<file path="src/rtl/mult_block_buffer.sv">
// mult_block_buffer: multiplies operand pairs into an external memory block,
// then streams the closed block back out through a 2-entry output FIFO.
module mult_block_buffer #(
   parameter int DATA_W = 16,
   parameter int ADDR_W = 6,
   parameter int SIGNED = 0,
   parameter int SHIFT  = 0,
   parameter int SAT    = 0
) (
   input  logic              clk,
   input  logic              rst,
   input  logic              in_valid,
   output logic              in_ready,
   input  logic [DATA_W-1:0] in_a,
   input  logic [DATA_W-1:0] in_b,
   input  logic              flush,
   output logic              mem_we,
   output logic [ADDR_W-1:0] mem_waddr,
   output logic [DATA_W-1:0] mem_wdata,
   output logic              mem_re,
   output logic [ADDR_W-1:0] mem_raddr,
   input  logic [DATA_W-1:0] mem_rdata,
   input  logic              rd_start,
   output logic              out_valid,
   input  logic              out_ready,
   output logic [DATA_W-1:0] out_data,
   output logic              out_last,
   output logic [ADDR_W:0]   blk_len,
   output logic              full
);
   typedef enum logic [1:0] {IDLE, FILL, FULL, DRAIN} state_t;
   localparam int PW = 2*DATA_W + 2;
   localparam logic [ADDR_W:0] DEPTH = (ADDR_W+1)'(1) << ADDR_W;
   localparam logic signed [PW-1:0] HI = SIGNED != 0 ? {{(PW-DATA_W+1){1'b0}}, {(DATA_W-1){1'b1}}}
                                                     : {{(PW-DATA_W){1'b0}}, {DATA_W{1'b1}}};
   localparam logic signed [PW-1:0] LO = SIGNED != 0 ? {{(PW-DATA_W+1){1'b1}}, {(DATA_W-1){1'b0}}} : '0;
   state_t state;
   logic [ADDR_W:0] count, rptr, opop, cnt_n;
   logic [1:0] fcnt;
   logic rv, acc, pop, close;
   logic [DATA_W-1:0] f0, f1, res;
   logic signed [DATA_W:0] ea, eb;
   logic signed [PW-1:0] prod, shp;
   // one extra sign bit lets a single signed multiplier serve both modes
   assign ea = {SIGNED != 0 && in_a[DATA_W-1], in_a};
   assign eb = {SIGNED != 0 && in_b[DATA_W-1], in_b};
   assign prod = PW'(ea) * PW'(eb);
   assign shp = prod >>> SHIFT;
   assign res = SAT != 0 && shp > HI ? HI[DATA_W-1:0] :
                SAT != 0 && shp < LO ? LO[DATA_W-1:0] : shp[DATA_W-1:0];
   assign in_ready = !rst && (state == IDLE || state == FILL) && count < DEPTH;
   assign full = state == FULL;
   assign blk_len = count;
   assign acc = in_valid && in_ready;
   assign cnt_n = count + (ADDR_W+1)'(acc);
   assign close = cnt_n == DEPTH || (flush && cnt_n != '0);
   assign out_valid = fcnt != 2'd0;
   assign out_data = out_valid ? f0 : '0;
   assign out_last = out_valid && opop == count - (ADDR_W+1)'(1);
   assign pop = out_valid && out_ready;
   // a read is issued only if its word is guaranteed a FIFO slot, counting the word leaving this cycle
   assign mem_re = state == DRAIN && rptr < count && {1'b0, fcnt} + {2'b0, rv} < 3'd2 + {2'b0, pop};
   assign mem_raddr = rptr[ADDR_W-1:0];
   always_ff @(posedge clk) begin
      if (rst) begin
         state <= IDLE;
         count <= '0;
         rptr <= '0;
         opop <= '0;
         fcnt <= '0;
         rv <= 1'b0;
         f0 <= '0;
         f1 <= '0;
         mem_we <= 1'b0;
         mem_waddr <= '0;
         mem_wdata <= '0;
      end else begin
         mem_we <= acc;
         if (acc) begin
            mem_waddr <= count[ADDR_W-1:0];
            mem_wdata <= res;
         end
         count <= cnt_n;
         rv <= mem_re;
         if (mem_re) rptr <= rptr + 1'b1;
         if (pop) opop <= opop + 1'b1;
         fcnt <= fcnt + {1'b0, rv} - {1'b0, pop};
         if (pop) f0 <= fcnt == 2'd1 ? mem_rdata : f1;
         else if (rv && fcnt == 2'd0) f0 <= mem_rdata;
         if (rv && fcnt == (pop ? 2'd2 : 2'd1)) f1 <= mem_rdata;
         case (state)
            IDLE, FILL: state <= close ? FULL : acc ? FILL : state;
            FULL: if (rd_start) state <= DRAIN;
            DRAIN: if (pop && out_last) begin
               state <= IDLE;
               count <= '0;
               rptr <= '0;
               opop <= '0;
            end
            default: state <= IDLE;
         endcase
      end
   end
endmodule

</file>
<file path="config.mk">
export PLATFORM = sky130hd
export DESIGN_NAME = mult_block_buffer
export DESIGN_NICKNAME = d
export VERILOG_FILES = /design/src/rtl/mult_block_buffer.sv
export SDC_FILE = /design/constraint.sdc
export NUM_CORES = 1
export LEC_CHECK = 0
export BUFFER_PORTS_ARGS = -buffer_cell sky130_fd_sc_hd__buf_2
export CORE_MARGIN = 1.5
export CORE_UTILIZATION = 59
export CTS_CLUSTER_DIAMETER = 80
export DETAILED_ROUTE_END_ITERATION = 10
export GPL_ROUTABILITY_DRIVEN = 1
export PLACE_DENSITY = 0.92
export SYNTH_ARGS = -nofsm -noshare
export SYNTH_HDL_FRONTEND = slang
export SYNTH_SLANG_ARGS = --single-unit
</file>
<file path="constraint.sdc">
create_clock -name clk -period 5.7 [get_ports clk]
set_input_delay 0.285 -clock clk [delete_from_list [all_inputs] [get_ports clk]]
set_output_delay 0.285 -clock clk [all_outputs]
set_load 0.005 [all_outputs]
</file>
Word level (Yosys, flattened, before mapping). Cells that the tools add are included.

Register bits after elaboration: 81. Bits in latches: 0. RAM bits: 0. Memory bits (read-only): 0. Bits of input ports: 54. Output and inout port bits: 57. Logic and storage cells: 72. Memories kept: 0.

$add $sub $neg: 8. $mul: 1. Div/mod/pow operators: 0. $lt $le $gt $ge: 3. Eq/ne operators: 10. Shift-type cells: 0. Mux-type cells: 18. Bitwise operators: 0. Reduce and logical (&&, ||, !) cells: 21.

Operator list (count): 16-bit two-way mux (4); 7-bit two-way mux (8); 16-bit by 16-bit multiplier with 16-bit output (1); 7-bit by 1-bit adder with 7-bit output, second input constant (2); 1-bit logical AND (11); 2-bit two-way mux (5); 7-bit by 1-bit adder with 7-bit output (1); 7-bit == test (1); 7-bit == test, second input constant (1); 7-bit less-than comparator (1); 7-bit less-than comparator, second input constant (1); 7-bit nonzero test (1); 7-bit by 1-bit subtractor with 7-bit output, second input constant (1); 2-bit case mux with 3 select lines (1); 2-bit by 1-bit == test with 1-bit output, second input constant (2); 2-bit == test, second input constant (2); 2-bit logical NOT (2); 2-bit nonzero test (2); 2-bit by 1-bit adder with 3-bit output (1); 2-bit by 1-bit adder with 3-bit output, first input constant (1); 3-bit less-than comparator (1); 3-bit != test, second input constant (1); 3-bit AND reduction (1); 2-bit by 1-bit adder with 2-bit output (1); 7 further kinds (8).

Depth between registers and ports, before layout. Gate-level depths: netlist of the first run.

Word-level depth: 11. Depth in mapped cells: 21. Depth with buffers taken out: 20.

Least setup slack after synthesis of the first run. No wires, ideal clock.

Path kind: input to register. Start point: in in_a[5]. End point: reg mem_wdata[14]. Setup time: 122 ps. Data arrival time: 5092 ps. Required time: 5578 ps. Setup slack: 486 ps. Stages on the path: 20. Path buffers: 1. Cells stage by stage: clkbuf_1 -> and2_1 -> fa_1 -> inv_1 -> fa_1 -> fa_1 -> fa_1 -> inv_1 -> fa_1 -> inv_1 -> fa_1 -> inv_1 -> ha_1 -> a21oi_1 -> nand2_1 -> a21o_1 -> a21oi_1 -> nor3_1 -> mux2i_1 -> nand3_1.

Longest elaborated chain between the ends: 1.

RTL lines: start: declaration (RTL line 14) `input logic [DATA_W-1:0] in_a,`; 16-bit by 16-bit multiplier with 16-bit output (RTL line 47) `assign prod = PW'(ea) * PW'(eb);`; end signal: assignment (RTL line 81) `mem_wdata <= res;`; end: declaration (RTL line 19) `output logic [DATA_W-1:0] mem_wdata,`.

No other way between the ends. A chain may end at the register's enable or synchronous reset.

Final worst setup path of the first run.
Start point: in in_a[5]. End point: reg mem_wdata[15].

The elaborated chain is that of the path after synthesis.

==> results of run 1 <==
## layout make-up
type,instances,area share
Multi-Input combinational cell,647,0.624
Clock inverter,7,0.0125
Sequential cell,81,0.189
Inverter,126,0.0551
Tap cell,172,0.0251
Clock buffer,9,0.0263
Timing Repair Buffer,114,0.0677
## stage by stage
step,util,hold WS (ns),instances
after floorplan,-,0.429,903
after global placement,0.651,0.439,1140
after detailed placement,0.651,0.446,1140
after CTS,0.677,0.194,1156
after global routing,0.677,0.200,1156
final,0.677,0.191,1156
## registers in the layout, indices dropped and copies added, names as in the netlist
signal / count
state: 2
f1: 16
mem_wdata: 16
mem_waddr: 6
rptr: 7
fcnt: 2
f0: 16
mem_we: 1
rv: 1
opop: 7
blk_len: 7
## cells in the mapped netlist, drive strengths merged (3+ instances only)
library cell	n	area share
inv	125	0.061
nand2	106	0.052
and2	88	0.072
dfxtp	81	0.21
fa	80	0.21
ha	64	0.10
nor2	60	0.029
nand3	47	0.031
xnor2	40	0.046
clkbuf	32	0.016
o21ai	28	0.018
a21oi	19	0.012
xor2	19	0.022
mux2i	18	0.023
buf	17	0.014
a311oi	16	0.018
nor3	9	0.0065
or3	7	0.0057
a21o	5	0.0049
nand4	5	0.0041
and3	4	0.0033
nor2b	3	0.0024
o211ai	3	0.0029
## worst max-delay path, stage by stage
cell and delay [ns]:
buf_2 0.17, and2_1 0.20, fa_1 0.54, inv_1 0.06, fa_1 0.56, fa_1 0.45
fa_1 0.51, inv_1 0.06, fa_1 0.54, inv_1 0.06, fa_1 0.54, inv_1 0.04
ha_1 0.32, nand2_1 0.11, a211o_1 0.30, a31oi_1 0.22, nor2_1 0.08, xor2_1 0.16
o21ai_0 0.13
## where the power goes
group | leakage [nW] | total [mW] | internal [mW] | switching [mW]
Sequential | 0.657 | 0.751 | 0.670 | 0.0810
Combinational | 3.46 | 2.37 | 1.04 | 1.33
Clock | 0.160 | 0.651 | 0.393 | 0.258
## logic make-up after synthesis
group                      count (synthesis)
and+or+nand+nor                          336
buffers and inverters                    175
adders and majority gates                144
AOI/OAI and AO/OA                         88
DFF                                       81
xor gates and xnor gates                  60
muxes                                     19
## layer usage
layer | vias up | GRT usage | wire length, um
met5 | - | 0 | 0
met4 | 0 | 0.0859 | 545
met3 | 53 | 0.0633 | 1340
met2 | 260 | 0.485 | 9220
met1 | 3065 | 0.335 | 7120
li1 | 3020 | - | -
## path summary, 6_finish.rpt
path	start	end	slack, ns	cells past startpoint
worst min register to register	mem_wdata[1]$_SDFFE_PP0P_	mem_wdata[1]$_SDFFE_PP0P_	0.46	2
worst max register to register	blk_len[6]$_SDFF_PP0_	state[0]$_SDFFE_PP0P_	2.68	11
worst min-delay path	mem_rdata[10]	f1[10]$_SDFFE_PP0P_	0.19	3
worst max-delay path	in_a[5]	mem_wdata[15]$_SDFFE_PP0P_	0.65	19
==> summary.txt, run 1 <==
Route
  • Drt first pass iters: 5
  • Antenna Violating Nets Remaining: 0
  • Per-cell routed wire length: around 16 um
  • Vias per cell: 5.53
  • Number of remaining DRC errors: 0
  • Vias: 6,398
  • DRT Wirelength: between 15,000 and 20,000 um
  • DRT iter0 DRCs: 523

Cells and area
  • Share of layout cells above drive strength 1: 0.139
  • Fill count: between 900 and 1,000
  • Most frequent cells in the layout: inv_1, buf_2, nand2_1
  • Net count reported at finish: 1,177
  • Antenna diode count: 0
  • Area of the multi-input gates: 5360 um2
  • Commonest non-fill, non-tap cell in the layout: inv_1
  • P&R area growth vs syn: 11.8%
  • Design Area, Final: 8580 um2
  • Area occupied by registers: 1620 um2

Global route
  • First-pass GRT wire length: around 30,000 um
  • Largest net degree at the start of global routing: 42
  • Grt ovf: 0
  • Vias in the first global route: between 6,000 and 7,000
  • Tot GR Track Use: 0.275
  • Initial antenna violation count: 0

Die
  • Die area: about 14,000 um2
  • Height of the die: ~120 um
  • Standard-cell rows: around 40
  • Core area: 12,700 um2
  • Total I/O pin count: roughly 110
  • Die X: around 120 um
  • Initial Util: 0.606

Logic synthesis
  • Syn_nets: between 1,000 and 1,500
  • Yosys Warn Count: 0
  • Synthesized flop and latch total: between 80 and 90
  • Post-synthesis mux area share: 0.0249
  • Largest family of logic cells by synthesized area: adder cells
  • EDFF count, synth: 0
  • FFs w/ async S/R, synth: 0
  • Post-synthesis sequential area ratio: 0.211
  • Compound-cell area share of the yosys netlist: 0.0771
  • Simple-gate share of the synthesized area: 0.212
  • Post-Synth XOR/XNOR Area: 0.0703
  • Mapped Cells: around 900
  • Post-Syn Area per Cell: 8.50 um2
  • Post-synthesis cell type count: 50
  • Post-Syn Area: around 7700 um2
  • Most common flop cell mapped by yosys: dfxtp_1
  • Adder-cell area share of the yosys netlist: 0.313

STA
  • Final setup violation count: 0
  • Hold Fails Final Rpt: 0
  • RSZ-0062 raised after global routing: no
  • Fmax: roughly 200 MHz
  • Worst Setup Slack, final: about 0.65 ns
  • Setup TNS Final: 0 ns
  • Max_slew headroom: 0.225
  • Worst slew pin tran: 1.16 ns
  • Clock skew: 0.0107 ns
  • Max-slew violations: 0
  • Final period util: 0.886
  • Final min period: between 5 and 6 ns

Clock network
  • Post-CTS Setup Inserts: 0
  • CTS tree: done
  • Clk sink count: 81
  • Hold-fix buffers at CTS: 0
  • CTS HTree Levels: 3
  • Cts repair resizes: 0
  • Clk slew on worst S/H paths: about 0.070 ns
  • Total CTS buffers: 9
  • Root Buffer: clkbuf_16
  • Worst skew pair latency: ~0.34 ns
  • CTS max path bufs: 2

Place
  • Post-place setup slack: around 0.32 ns
  • Port bufs: 110
  • Post-DP HPWL: roughly 14,000 um
  • GPL Wtd Cong: between 0.8 and 0.9
  • Area after DPL: 8250 um2

Power and ir drop
  • Maximum vdd ir drop: ~350 uV
  • PwrDens: 440 nW/um2
  • Pleak: 4.28 nW
  • Tot Pwr: about 3.8 mW

Critical path
  • Crit path kind: primary input to flip-flop
  • CP required: between 5 and 6 ns
  • Crit. End Element: flip-flop
  • Worst setup SP type: primary input
  • Crit-path max FO: 11
  • Worst EP arrival: between 5 and 6 ns

Flow run
  • Total of max-cap violations: 0

Status
  • Status: completed

Min path
  • HP Class: primary input to flip-flop
No activity file was read; power rests on OpenSTA's default activity.
==> run 2, diff against run 1 <==
==> constraint.sdc (replaced) <==
create_clock -name clk -period 5.7 [get_ports clk]
set_input_delay 1.71 -clock clk [delete_from_list [all_inputs] [get_ports clk]]
set_output_delay 1.71 -clock clk [all_outputs]
set_load 0.005 [all_outputs]
==> run 2 against run 1 <==
Utilization increased by 7.5 points. Largest cell class unchanged. The run now ends with negative setup slack left. Non-clock buffer count increased by 65. Sequential share of layout area down 1.9 points.
==> summary.txt, run 2 (synthesis gave the netlist of run 1 again) <==
Die
  • Height of the die: 117 um (unchanged)
  • Standard-cell rows: 41 (unchanged)
  • Die area: 13,700 um2 (unchanged)
  • Total I/O pin count: 111 (unchanged)
  • Die X: 117 um (unchanged)
  • Core area: 12,700 um2 (unchanged)
  • Initial Util: 0.606 (unchanged)

Cells and area
  • Antenna diode count: 0 (unchanged)
  • Share of layout cells above drive strength 1: 0.265 (+0.126)
  • Net count reported at finish: 1,242 (+5.5%)
  • Fill count: 744 (-22%)
  • Area occupied by registers: 1620 um2 (unchanged)
  • P&R area growth vs syn: 24.3%
  • Commonest non-fill, non-tap cell in the layout: inv_1
  • Layout Cells excl Fill: 1,221 (+5.6%)
  • Most frequent cells in the layout: inv_1, nand2_1, buf_2
  • Regs by FF count: f0: 16 flops, f1: 16 flops, mem_wdata: 16 flops
  • Area of the multi-input gates: 5690 um2 (+6.3%)

Power and ir drop
  • PwrDens: 531 nW/um2 (+21%)
  • Pleak: 4.68 nW (+9.5%)
  • Maximum vdd ir drop: 468 uV (+32%)
  • Tot Pwr: 5.06 mW (+34%)

STA
  • Worst Setup Slack, final: -0.569 ns (-1.22 ns)
  • Worst slew pin tran: 1.18 ns (+0.0150 ns)
  • Final min period: 6.27 ns (+1.22 ns)
  • RSZ-0062 raised after global routing: yes
  • Max-slew violations: 0 (unchanged)
  • Worst hold slack: 0.460 ns (+0.270 ns)
  • Setup TNS Final: -1.77 ns (-1.77 ns)
  • Fmax: 160 MHz (-19%)
  • Hold Fails Final Rpt: 0 (unchanged)
  • Clock skew: 0.0105 ns (-0.000192 ns)
  • Max_slew headroom: 0.215 (-0.00998)
  • Final period util: 1.10 (+0.214)
  • Final setup violation count: 7 (+7)

Place
  • Post-place setup slack: -0.792 ns (-1.11 ns)
  • Post-DP HPWL: 15,400 um (+12%)
  • Dpl cells: 1,198 (+5.1%)
  • Port bufs: 110 (unchanged)
  • GPL Wtd Cong: 0.938 (+4.3%)

Route
  • Number of remaining DRC errors: 0 (unchanged)
  • Vias: 7,108 (+11%)
  • Antenna Violating Nets Remaining: 0 (unchanged)
  • DRT Wirelength: 23,500 um (+29%)
  • Per-cell routed wire length: 19.2 um (+22%)
  • Drt first pass iters: 6 (+1)
  • DRT iter0 DRCs: 654 (+25%)
  • Vias per cell: 5.82 (+5.2%)

Critical path
  • Worst EP arrival: 6.49 ns (+1.17 ns)
  • CP required: 5.92 ns (-0.05 ns)
  • Crit path buffers/inverters: 5 (unchanged)
  • Crit. End Element: flip-flop
  • Most used cell, CP: fa_1
  • Worst setup SP type: primary input
  • Crit path kind: primary input to flip-flop
  • Largest stage delay, worst path: 0.60 ns (+0.04 ns)
  • Crit-path max FO: 9 (-2)
  • Critical path's top delay family: adder cells
  • Cell Chain, Critical Path: buf_4 > and2_4 > fa_1 > inv_1 > fa_1 > inv_2 > fa_2 > fa_1 > fa_1 > inv_2 > fa_1 > inv_2 > ha_4 > o21a_1 > o21ai_1 > a31oi_1 > nor2_1 > xor2_1 > o21ai_1
  • CP max-delay cell: fa_1

Clock network
  • CTS tree: done
  • Hold-fix buffers at CTS: 0 (unchanged)
  • Clk sink count: 81 (unchanged)
  • Root Buffer: clkbuf_16
  • Worst skew pair latency: 0.34 ns (about the same)
  • Clk slew on worst S/H paths: 0.07 ns (about the same)
  • CTS HTree Levels: 3 (unchanged)
  • CTS max path bufs: 2 (unchanged)
  • Total CTS buffers: 9 (unchanged)

Global route
  • Tot GR Track Use: 0.335 (+0.0604)
  • Vias in the first global route: 7,256 (+17%)
  • Initial antenna violation count: 0 (unchanged)
  • Largest net degree at the start of global routing: 42 (unchanged)
  • First-pass GRT wire length: 35,100 um (+20%)
  • Grt ovf: 0 (unchanged)

Status
  • Failing checks: negative setup slack
  • Status: finished with violations

Flow run
  • Total of max-cap violations: 0 (unchanged)

Min path
  • HP Class: flip-flop to flip-flop
## run 2: layout make-up
type | instances | area share
Multi-Input combinational cell | 647 | 0.597
Clock buffer | 9 | 0.0236
Timing Repair Buffer | 179 | 0.126
Inverter | 126 | 0.0496
Clock inverter | 7 | 0.0108
Sequential cell | 81 | 0.170
Tap cell | 172 | 0.0226
## run 2: final timing paths
| path | slack, ns | from | cells after the start | end |
|---|---|---|---|---|
| setup / recovery | -0.57 | in_a[7] | 19 | mem_wdata[15]$_SDFFE_PP0P_ |
| hold / removal | 0.46 | mem_wdata[12]$_SDFFE_PP0P_ | 2 | mem_wdata[12]$_SDFFE_PP0P_ |
| setup reg to reg | 2.56 | state[1]$_SDFFE_PP0P_ | 11 | state[0]$_SDFFE_PP0P_ |
| hold reg to reg | 0.46 | mem_wdata[12]$_SDFFE_PP0P_ | 2 | mem_wdata[12]$_SDFFE_PP0P_ |
## run 2: stage by stage
step           instance area (um2)   util
6_report                      9540  0.753
3_5_place_dp                  8820  0.696
3_3_place_gp                  8820  0.696
5_1_grt                       9540  0.753
4_1_cts                       9400  0.742
2_1_floorplan                 7850      -
## run 2: routing by layer
| metal | vias up | wire length (um) | global-route usage | share of wire |
|---|---|---|---|---|
| li1 | 3156 | - | - | - |
| met1 | 3379 | 8300 | 0.381 | 0.35 |
| met2 | 443 | 11400 | 0.564 | 0.49 |
| met3 | 130 | 2410 | 0.114 | 0.10 |
| met4 | 0 | 1330 | 0.170 | 0.057 |
| met5 | - | 0 | 0 | 0 |
## run 2: what timing repair did
action,CTS,global route
setup endpoints to repair,7,9
buffers inserted,2,4
gates resized for setup,60,43
gates cloned,1,0
pin swaps,40,40
## run 2: worst register-to-register path, delay by kind of cell (launching register included)
kind	cells	cell delay (ns)
xor+xnor	1	0.17
flops	1	0.38
compound gates	1	0.09
buf+inv	1	0.21
fa+ha+maj	2	0.47
mux	1	0.30
simple gates	5	1.46
## run 2: where the power goes
part / internal [mW] / switching, mW
clock: 0.389 / 0.256
combinational: 1.76 / 1.92
sequential: 0.670 / 0.0641
total: 2.82 / 2.24
